`src/rtl/sdram_wb_arbiter.sv`:
```
// Two-master Wishbone B4 round-robin arbiter in front of the SDRAM controller slave port.
// Optional slave-stall timeout with abort is enabled by defining SDRAM_WB_ARB_TIMEOUT_EN.
module sdram_wb_arbiter #(
   parameter int AW      = 32,
   parameter int DW      = 32,
   parameter int SW      = 4,
   parameter int TIMEOUT = 256
) (
   input  logic          wb_clk_i,
   input  logic          wb_rst_n,
   input  logic          m0_cyc_i,
   input  logic          m0_stb_i,
   input  logic          m0_we_i,
   input  logic [AW-1:0] m0_addr_i,
   input  logic [DW-1:0] m0_dat_i,
   input  logic [SW-1:0] m0_sel_i,
   input  logic [2:0]    m0_cti_i,
   output logic [DW-1:0] m0_dat_o,
   output logic          m0_ack_o,
   output logic          m0_err_o,
   input  logic          m1_cyc_i,
   input  logic          m1_stb_i,
   input  logic          m1_we_i,
   input  logic [AW-1:0] m1_addr_i,
   input  logic [DW-1:0] m1_dat_i,
   input  logic [SW-1:0] m1_sel_i,
   input  logic [2:0]    m1_cti_i,
   output logic [DW-1:0] m1_dat_o,
   output logic          m1_ack_o,
   output logic          m1_err_o,
   output logic          s_cyc_o,
   output logic          s_stb_o,
   output logic          s_we_o,
   output logic [AW-1:0] s_addr_o,
   output logic [DW-1:0] s_dat_o,
   output logic [SW-1:0] s_sel_o,
   output logic [2:0]    s_cti_o,
   input  logic [DW-1:0] s_dat_i,
   input  logic          s_ack_i,
   output logic [1:0]    gnt_o
);

`ifdef SDRAM_WB_ARB_TIMEOUT_EN
   typedef enum logic [1:0] {IDLE = 2'd0, OWN0 = 2'd1, OWN1 = 2'd2, ABORT = 2'd3} state_t;
`else
   typedef enum logic [1:0] {IDLE = 2'd0, OWN0 = 2'd1, OWN1 = 2'd2} state_t;
`endif

   if (TIMEOUT < 2) begin : g_timeout_range
      $error("sdram_wb_arbiter: TIMEOUT must be >= 2");
   end

   state_t state_q, state_d;
   logic   last_gnt_q, last_gnt_d;
   logic   tmo_hit;

   // last1 = 1 means m1 owned most recently, so m0 wins a tie
   function automatic state_t arbitrate(input logic req0, input logic req1, input logic last1);
      if (req0 && req1) return last1 ? OWN0 : OWN1;
      if (req0)         return OWN0;
      if (req1)         return OWN1;
      return IDLE;
   endfunction

`ifdef SDRAM_WB_ARB_TIMEOUT_EN
   localparam int unsigned TW = $clog2(TIMEOUT);

   logic [TW-1:0] tmo_cnt_q, tmo_cnt_d;
   logic          abt_own_q, abt_own_d;
   logic          own_stall;

   always_comb begin
      own_stall = 1'b0;
      if (state_q == OWN0) own_stall = m0_stb_i && !s_ack_i;
      if (state_q == OWN1) own_stall = m1_stb_i && !s_ack_i;
   end

   assign tmo_hit = own_stall && (tmo_cnt_q == TW'(TIMEOUT - 1));

   always_comb begin
      tmo_cnt_d = '0;
      if (own_stall && (state_d == state_q)) tmo_cnt_d = tmo_cnt_q + TW'(1);
   end

   always_ff @(posedge wb_clk_i) begin
      if (!wb_rst_n) begin
         tmo_cnt_q <= '0;
         abt_own_q <= 1'b0;
      end else begin
         tmo_cnt_q <= tmo_cnt_d;
         abt_own_q <= abt_own_d;
      end
   end
`else
   assign tmo_hit = 1'b0;
`endif

   always_comb begin
      state_d    = state_q;
      last_gnt_d = last_gnt_q;
`ifdef SDRAM_WB_ARB_TIMEOUT_EN
      abt_own_d  = abt_own_q;
`endif
      case (state_q)
         IDLE: state_d = arbitrate(m0_cyc_i, m1_cyc_i, last_gnt_q);
         OWN0: begin
            if (!m0_cyc_i) state_d = arbitrate(1'b0, m1_cyc_i, last_gnt_q);
`ifdef SDRAM_WB_ARB_TIMEOUT_EN
            else if (tmo_hit) begin
               state_d   = ABORT;
               abt_own_d = 1'b0;
            end
`endif
         end
         OWN1: begin
            if (!m1_cyc_i) state_d = arbitrate(m0_cyc_i, 1'b0, last_gnt_q);
`ifdef SDRAM_WB_ARB_TIMEOUT_EN
            else if (tmo_hit) begin
               state_d   = ABORT;
               abt_own_d = 1'b1;
            end
`endif
         end
`ifdef SDRAM_WB_ARB_TIMEOUT_EN
         ABORT: begin
            if (abt_own_q && !m1_cyc_i)       state_d = arbitrate(m0_cyc_i, 1'b0, last_gnt_q);
            else if (!abt_own_q && !m0_cyc_i) state_d = arbitrate(1'b0, m1_cyc_i, last_gnt_q);
         end
`endif
         default: state_d = IDLE;
      endcase
      if (state_d == OWN0) last_gnt_d = 1'b0;
      if (state_d == OWN1) last_gnt_d = 1'b1;
   end

   always_ff @(posedge wb_clk_i) begin
      if (!wb_rst_n) begin
         state_q    <= IDLE;
         last_gnt_q <= 1'b1;
      end else begin
         state_q    <= state_d;
         last_gnt_q <= last_gnt_d;
      end
   end

   // Outputs are gated by reset so a reset cycle never forwards an ack
   always_comb begin
      s_cyc_o  = 1'b0;
      s_stb_o  = 1'b0;
      s_we_o   = 1'b0;
      s_addr_o = '0;
      s_dat_o  = '0;
      s_sel_o  = '0;
      s_cti_o  = '0;
      m0_dat_o = '0;
      m0_ack_o = 1'b0;
      m0_err_o = 1'b0;
      m1_dat_o = '0;
      m1_ack_o = 1'b0;
      m1_err_o = 1'b0;
      gnt_o    = 2'b00;
      if (wb_rst_n) begin
         case (state_q)
            OWN0: begin
               s_cyc_o  = m0_cyc_i;
               s_stb_o  = m0_stb_i;
               s_we_o   = m0_we_i;
               s_addr_o = m0_addr_i;
               s_dat_o  = m0_dat_i;
               s_sel_o  = m0_sel_i;
               s_cti_o  = m0_cti_i;
               m0_ack_o = s_ack_i;
               m0_dat_o = s_dat_i;
               m0_err_o = tmo_hit;
               gnt_o    = 2'b01;
            end
            OWN1: begin
               s_cyc_o  = m1_cyc_i;
               s_stb_o  = m1_stb_i;
               s_we_o   = m1_we_i;
               s_addr_o = m1_addr_i;
               s_dat_o  = m1_dat_i;
               s_sel_o  = m1_sel_i;
               s_cti_o  = m1_cti_i;
               m1_ack_o = s_ack_i;
               m1_dat_o = s_dat_i;
               m1_err_o = tmo_hit;
               gnt_o    = 2'b10;
            end
`ifdef SDRAM_WB_ARB_TIMEOUT_EN
            ABORT: gnt_o = abt_own_q ? 2'b10 : 2'b01;
`endif
            default: ;
         endcase
      end
   end

endmodule

```
`config.mk`:
```
export PLATFORM = sky130hd
export DESIGN_NAME = sdram_wb_arbiter
export DESIGN_NICKNAME = d
export VERILOG_FILES = /design/src/rtl/sdram_wb_arbiter.sv
export SDC_FILE = /design/constraint.sdc
export NUM_CORES = 1
export LEC_CHECK = 0
export CAP_MARGIN = 20
export CORE_AREA = 2 2 127 129
export CTS_CLUSTER_SIZE = 40
export DETAILED_ROUTE_END_ITERATION = 10
export DIE_AREA = 0 0 129 131
export GPL_TIMING_DRIVEN = 0
export HOLD_SLACK_MARGIN = 0.15
export PLACE_DENSITY = 0.54
export SYNTH_ARGS = -nofsm -noshare
export SYNTH_HDL_FRONTEND = slang
export SYNTH_SLANG_ARGS = --single-unit
```
`constraint.sdc`:
```
create_clock -name wb_clk_i -period 2.3 [get_ports wb_clk_i]
set_input_delay 0.46 -clock wb_clk_i [delete_from_list [all_inputs] [get_ports wb_clk_i]]
set_output_delay 0.46 -clock wb_clk_i [all_outputs]
set_load 0.1 [all_outputs]
```
### Yosys cells after proc, flatten, opt, wreduce, memory -nomap -nowiden

Index checks and enable logic that the tools add are counted.

| cells by class | value |
|---|---|
| bitwise operators | 1 |
| multiplexer cells | 51 |
| reduce and logical (&&, ||, !) cells | 3 |
| equality and inequality tests | 4 |

Operators by type and width:

| kind | number |
|---|---|
| $mux W32 | 6 |
| $pmux W32 S2 | 2 |
| $mux W2 | 14 |
| $mux W1 | 20 |
| $pmux W4 S2 | 1 |
| $pmux W1 S2 | 3 |
| $pmux W2 S3 | 1 |
| $pmux W3 S2 | 1 |
| $eq A2 B1 Y1 const B | 2 |
| $eq A2 B2 Y1 const B | 2 |
| $mux W4 | 1 |
| $pmux W2 S2 | 1 |
| $mux W3 | 1 |
| $logic_not A2 Y1 | 1 |
| $reduce_or A2 Y1 | 1 |
| $logic_and A1 B1 Y1 | 1 |
| $not A1 Y1 | 1 |

| storage, ports and cells | value |
|---|---|
| output and inout port bits | 144 |
| logic and storage cells | 61 |
| register bits after elaboration | 3 |

### Longest topological paths before layout

Gate-level depths: netlist of run 1.

| depth | value |
|---|---|
| word-level depth | 14 |
| gate-level depth with buffers | 7 |

### Least setup slack after synthesis of run 1

No wires, ideal clock.

| timing | value |
|---|---|
| kind | register to output |
| start | register state_q[0] |
| end | output s_addr_o[0] |
| data arrival time | 2412 ps |
| stages on the path, launching flop included | 7 |
| path slack | -572 ps |
| cell sequence | dfxtp_1 -> inv_1 -> ha_1 -> nand2_1 -> buf_2 -> buf_1 -> nor2_1 |

| on the way | value |
|---|---|
| longest elaborated chain between the ends | 3 |
| elaborated cells on any way between the ends | 4 |
| classes of those cells | eq/ne (2); mux (2) |

RTL lines:

| what | line | RTL |
|---|---|---|
| start: declaration | 53 | `state_t state_q, state_d;` |
| start signal: assignment | 141 | `state_q <= state_d;` |
| $eq A2 B2 Y1 or $eq A2 B1 Y1 (tied branches) | 163 | `case (state_q)` |
| $pmux W32 S2 * | 163 |  |
| $mux W32 * | 162 | `if (wb_rst_n) begin` |
| end: declaration | 34 | `output logic [AW-1:0] s_addr_o,` |

Every way passes the cells marked *; elsewhere a longest branch is shown, timed or not.

### Worst setup path after layout of run 1

| timing | value |
|---|---|
| start | register state_q[0] |
| end | output s_addr_o[16] |

Same word-level chain as after synthesis.

==> metrics.yaml, run 1 <==
syn_inst: 284
ir_worst_vdd_mv: 0.2224
hp-class: "flip-flop to flip-flop"
grt_use_met2_pct: 28.98
yosysTopAreaCell: "a22oi_1"
antenna_found_initial: 0
num_rows: 46
synth_seq_cells: 3
cts-htree-levels: 1
numPortBuffers: 324
final_core_util_pct: 43.53
syn_to_final_growth_pct: 300.7
grt_util_met3_pct: 3.705
grt_util_met1_pct: 16.37
grt.busiest_layer: "met2"
clk_pin_slew_worst_paths_ns: 0.03
cts_num_sinks: 3
period_share_pct: 97.04
setup_violations: 0
whs_ns: 0.5550
fin_nets: 805
critPathArrivalTime_ns: 1.77
tritoncts: "yes"
yosysSeqAreaShare_pct: 3.545
grt_pass1_wl_um: 20250
start_util_pct: 10.86
fmax_ghz: 0.4481
finClkSkew_ns: 0.001491
antenna_cells: 0
wl_um: 13800
avgRoutedWirePerCell_um: 16.58
clock-root-buffer: "clkbuf_16"
r2r_slack_ns: 0.54
endpoint_kind: "output port"
ys_top_cells_by_area: "a22oi_1, and3_1, nor2_1"
cts_buffers: 3
worst_slack_ns: 0.06816
worstSetupPathType: "flip-flop to output port"
insertion_delay_ns: 0.22
coreArea_um2: 15600
synth_area_um2: 1694
die_width_um: 129
die_h_um: 131
ant_nets: 0
drtPass1Iterations: 4
synth_cell_types: 25
dpl_worst_slack_ns: -1.448
status: "complete, no violations"
io_pins: 327
first_global_vias: 3799
yosysWarnings: 0
drive_above_1_share_pct: 58.93
startpoint_type: "flip-flop"
dp_hpwl_um: 11000
slew_viol_final: 0
cts_buffer_depth: 2
hold_viol: 0
p_per_area_nw_per_um2: 363.7
grt_max_degree: 11
leakagePower_nw: 2.620
die_area_um2: 16900
yosysTopAreaCellShare_pct: 32.79
drv_cap: 0
vias: 3586
drc: 0
viasPerCell: 4.310
syn_area_per_cell_um2: 5.965
rsz0062_at_grt: "yes"
place_congestion: 0.7794
overflow: 0
cp_max_fo: 10
grt_usage_pct: 14.81
layout_min_cycle_time_ns: 2.232
cp.required_ns: 1.84
drtIter0Drc: 124
-- worst max-delay path, cell delays in order, from the launching register on --
cell and delay (ns):
dfxtp_4 0.36, inv_1 0.09, ha_2 0.22, buf_2 0.19
buf_4 0.24, a22oi_2 0.13, nor2_4 0.12, buf_8 0.21
-- timing repair --
action | 4_1_cts | 5_1_grt
hold buffers | 0 | 0
pin swaps | 3 | 1
gates cloned | 0 | 1
setup buffers | 0 | 2
resized for setup | 1093 | 100
setup endpoints to repair | 142 | 129
-- where the power goes --
part / switching [mW] / internal [mW]
combinational: 1.32 / 0.803
sequential: 0.0108 / 0.0620
clock: 0.0467 / 0.229
-- worst paths after layout --
kind                                 start      endpoint  cells after the start
worst min-delay path            state_q[1]    state_q[1]                      2
worst max-delay path            state_q[0]  s_addr_o[16]                      7
worst max register to register  state_q[0]    last_gnt_q                      8
worst min register to register  state_q[1]    state_q[1]                      2
-- registers in the layout, indices dropped and copies added (netlist names) --
name,flops
last_gnt_q,1
state_q,2
-- stage by stage --
step / TNS, ns / cell area, um2 / total power [mW] / instances
floorplan: -1.560 / 2265 / 1.287 / 285
global placement: -167.54 / 5778 / 1.887 / 825
detailed placement: -172.59 / 5778 / 1.907 / 825
CTS: 0 / 6414 / 2.409 / 829
global route: -0.004347 / 6789 / 2.580 / 832
finish: 0 / 6789 / 2.469 / 832
-- synth_stat cells --
| master | number |
|---|---|
| and2b_1 | 1 |
| o221ai_2 | 1 |
| a211o_1 | 1 |
| a211oi_1 | 1 |
| ha_1 | 5 |
| buf_1 | 4 |
| nand3_1 | 1 |
| or2b_1 | 1 |
| clkbuf_8 | 1 |
| nand2_1 | 2 |
| o221ai_1 | 1 |
| a32oi_1 | 1 |
| a22oi_1 | 74 |
| conb_1 | 1 |
| buf_2 | 8 |
| and3_1 | 66 |
| inv_1 | 4 |
| nor3b_2 | 1 |
| nor2b_1 | 1 |
| nor2_1 | 75 |
| dfxtp_1 | 3 |
| and2_1 | 2 |
| a22o_2 | 1 |
| buf_4 | 3 |
| clkbuf_1 | 25 |
-- cell families after synthesis --
logic type	after synthesis	synth area share [%]
compound gates	80	36.26
simple gates	150	44.46
fa+ha+maj	5	3.693
buf+inv	45	11.82
other cells	1	0.2214
flops	3	3.545
-- layout by cell type (no fill, tap or decap), types with 10 or more instances in the layout --
cell type / Yosys / final
buf_8: 0 / 29
nor2_4: 0 / 69
clkdlybuf4s50_1: 0 / 181
buf_12: 0 / 30
clkbuf_4: 0 / 10
buf_4: 3 / 43
and3_2: 0 / 29
buf_6: 0 / 60
and3_1: 66 / 37
a22oi_2: 0 / 67
-- cell type report --
cell class / count / area, um2
fillers: 1501 / 8808
multi-input cells: 237 / 2341
plain buffers: 41 / 399.1
inverters: 4 / 15.01
well taps: 216 / 270.3
flip-flops and latches: 3 / 65.06
clock buffers: 4 / 78.83
repair buffers: 327 / 3620
-- layer usage --
metal  part of all wire, %  vias up
li1                      -     1723
met1                    36     1658
met2                    54      189
met3                   8.4       16
met4                   2.0        0
met5                     0        -
(Power assumes the default switching activity.)
==> run 2, diff against run 1 <==
Settings changed: TNS_END_PERCENT set to 30.
==> metrics.yaml, run 2 (synthesized netlist as in run 1, its figures left out) <==
status: "complete, no violations"
grt_usage_pct: 15.33  # +0.52 points
place_congestion: 0.8360  # +7.3%
drv_cap: 0  # unchanged
switchingPower_mw: 1.296  # -5.8%
tritoncts: "yes"
num_rows: 46  # unchanged
endpoint_kind: "output port"
regMostFlops: "state_q"
swShare_pct: 55.57  # -0.14 points
overflow: 0  # unchanged
finClkSkew_ns: 0.0007142  # -0.0007772 ns
p_seq_share_pct: 3.0  # about the same
p_total_mw: 2.332  # -5.6%
coreArea_um2: 15600  # unchanged
clk_pin_slew_worst_paths_ns: 0.03  # about the same
fmax_ghz: 0.4398  # -1.8%
vias: 3610  # +0.67%
drive_above_1_share_pct: 47.15  # -12 points
p_per_area_nw_per_um2: 360.0  # -1.0%
drc: 0  # unchanged
power_frac_comb_pct: 85.1  # -0.8 points
power.share.clock_pct: 11.9  # +0.7 points
hold_viol: 0  # unchanged
whs_ns: 0.5236  # -0.03143 ns
cpMaxStageDelayCell: "dfxtp_2"
final_cell_mix: "clkdlybuf4s50_1, buf_6, and3_1, buf_12, a22oi_1"
drtIter0Drc: 94  # -24%
crit_chain: "inv_1 > ha_1 > nand2_1 > buf_6 > buf_4 > nor2_2 > buf_12"
cts_setup_buffers: 0  # unchanged
internal_power_mw: 1.036  # -5.3%
ctsHoldBuffers: 0  # unchanged
reg_top3: "state_q x2, last_gnt_q x1"
placed_area_um2: 5540  # -4.1%
worst_slack_ns: 0.02636  # -0.04180 ns
multi_input_area_um2: 1938  # -17%
antenna_found_initial: 0  # unchanged
start_util_pct: 10.86  # unchanged
wl_um: 14720  # +6.7%
leakagePower_nw: 2.599  # -0.80%
setup_violations: 0  # unchanged
die_area_um2: 16900  # unchanged
dpl_worst_slack_ns: -1.438  # +0.009970 ns
hp-class: "flip-flop to flip-flop"
critPathArrivalTime_ns: 1.81  # +0.04 ns
grt_pass1_wl_um: 20330  # +0.38%
layout_min_cycle_time_ns: 2.274  # +0.04180 ns
insertion_delay_ns: 0.22  # about the same
rsz0062_at_grt: "yes"
fill_cells: 1541  # +2.7%
die_h_um: 131  # unchanged
cts_buffers: 3  # unchanged
seq_area_um2: 62.56  # -3.8%
viasPerCell: 4.355  # +1.0%
cp.required_ns: 1.84  # about the same
numPortBuffers: 324  # unchanged
period_share_pct: 98.85  # +1.8 points
dp_hpwl_um: 11860  # +7.8%
io_pins: 327  # unchanged
die_width_um: 129  # unchanged
largest_reg_flops: 2  # unchanged
fin_nets: 802  # -0.37%
first_global_vias: 3800  # +0.026%
grt_max_degree: 11  # unchanged
drtPass1Iterations: 4  # unchanged
antenna_cells: 0  # unchanged
cts_num_sinks: 3  # unchanged
post_cts_resized: 1038  # -5.0%
layout_commonest_cell: "clkdlybuf4s50_1"
ir_worst_vdd_mv: 0.1858  # -16%
syn_to_final_growth_pct: 282.3
worstSetupPathType: "flip-flop to output port"
cts_buffer_depth: 2  # unchanged
startpoint_type: "flip-flop"
slew_viol_final: 0  # unchanged
cp_max_fo: 10  # unchanged
clock-root-buffer: "clkbuf_16"
cts-htree-levels: 1  # unchanged
stdcell_area_um2: 6477  # -4.6%
ant_nets: 0  # unchanged
slowest_delay_ns: 0.36  # about the same
avgRoutedWirePerCell_um: 17.75  # +7.1%
## run 2: cell count changes in the layout (fill, tap and decap cells not counted), moves of 3 or more
cell / before / now
buf_6: 60 / 65
and3_2: 29 / 0
clkbuf_4: 10 / 7
a22oi_2: 67 / 31
and3_1: 37 / 64
clkbuf_2: 6 / 10
a22oi_1: 7 / 43
nor2_4: 69 / 32
buf_8: 29 / 10
buf_12: 30 / 51
buf_4: 43 / 30
nor2_2: 1 / 38
## run 2: area by class of cell
type	count	area share, %
clock buffer	4	1.217
tap	216	4.172
buffer	41	5.042
inverter	4	0.2318
timing repair buffer	324	58.45
sequential	3	0.9658
multi-input combinational	237	29.92
## run 2: worst paths after layout
path	from	depth (start not counted)	slack, ns	end
worst min-delay path	last_gnt_q	2	0.52	last_gnt_q
worst max register to register	state_q[0]	7	0.74	last_gnt_q
worst min register to register	last_gnt_q	2	0.52	last_gnt_q
worst max-delay path	state_q[0]	7	0.03	s_dat_o[12]
## run 2: metal layers
| metal | up-vias | wire length [um] | global-route usage [%] |
|---|---|---|---|
| met4 | 0 | 183 | 3.581 |
| met5 | - | 0 | 0 |
| met1 | 1704 | 5125 | 16.68 |
| li1 | 1700 | - | - |
| met2 | 190 | 8070 | 29.57 |
| met3 | 16 | 1336 | 4.072 |
## run 2: power groups by stage
stage	clock network [mW]	logic [mW]	registers [mW]
3_5_place_dp	0	1.77	0.0704
6_report	0.278	1.98	0.0704
5_1_grt	0.285	2.07	0.0716
2_1_floorplan	0	1.14	0.0680
3_3_place_gp	0	1.76	0.0697
4_1_cts	0.281	1.90	0.0706
## run 2: worst max-delay path, delay by kind of cell (launching register included)
family                     cells  cell delay [ns]
buffers and inverters          4             0.66
DFF                            1             0.36
adders and majority gates      1             0.29
and+or+nand+nor                2             0.27
## run 2: metrics by stage
stage	instances	TNS (ns)	utilization [%]
after detailed placement	825	-166.68	35.52
after CTS	829	0	37.97
after floorplan	285	-9.095	-
after global routing	829	-3.537	41.53
after global placement	825	-165.37	35.52
final	829	0	41.53
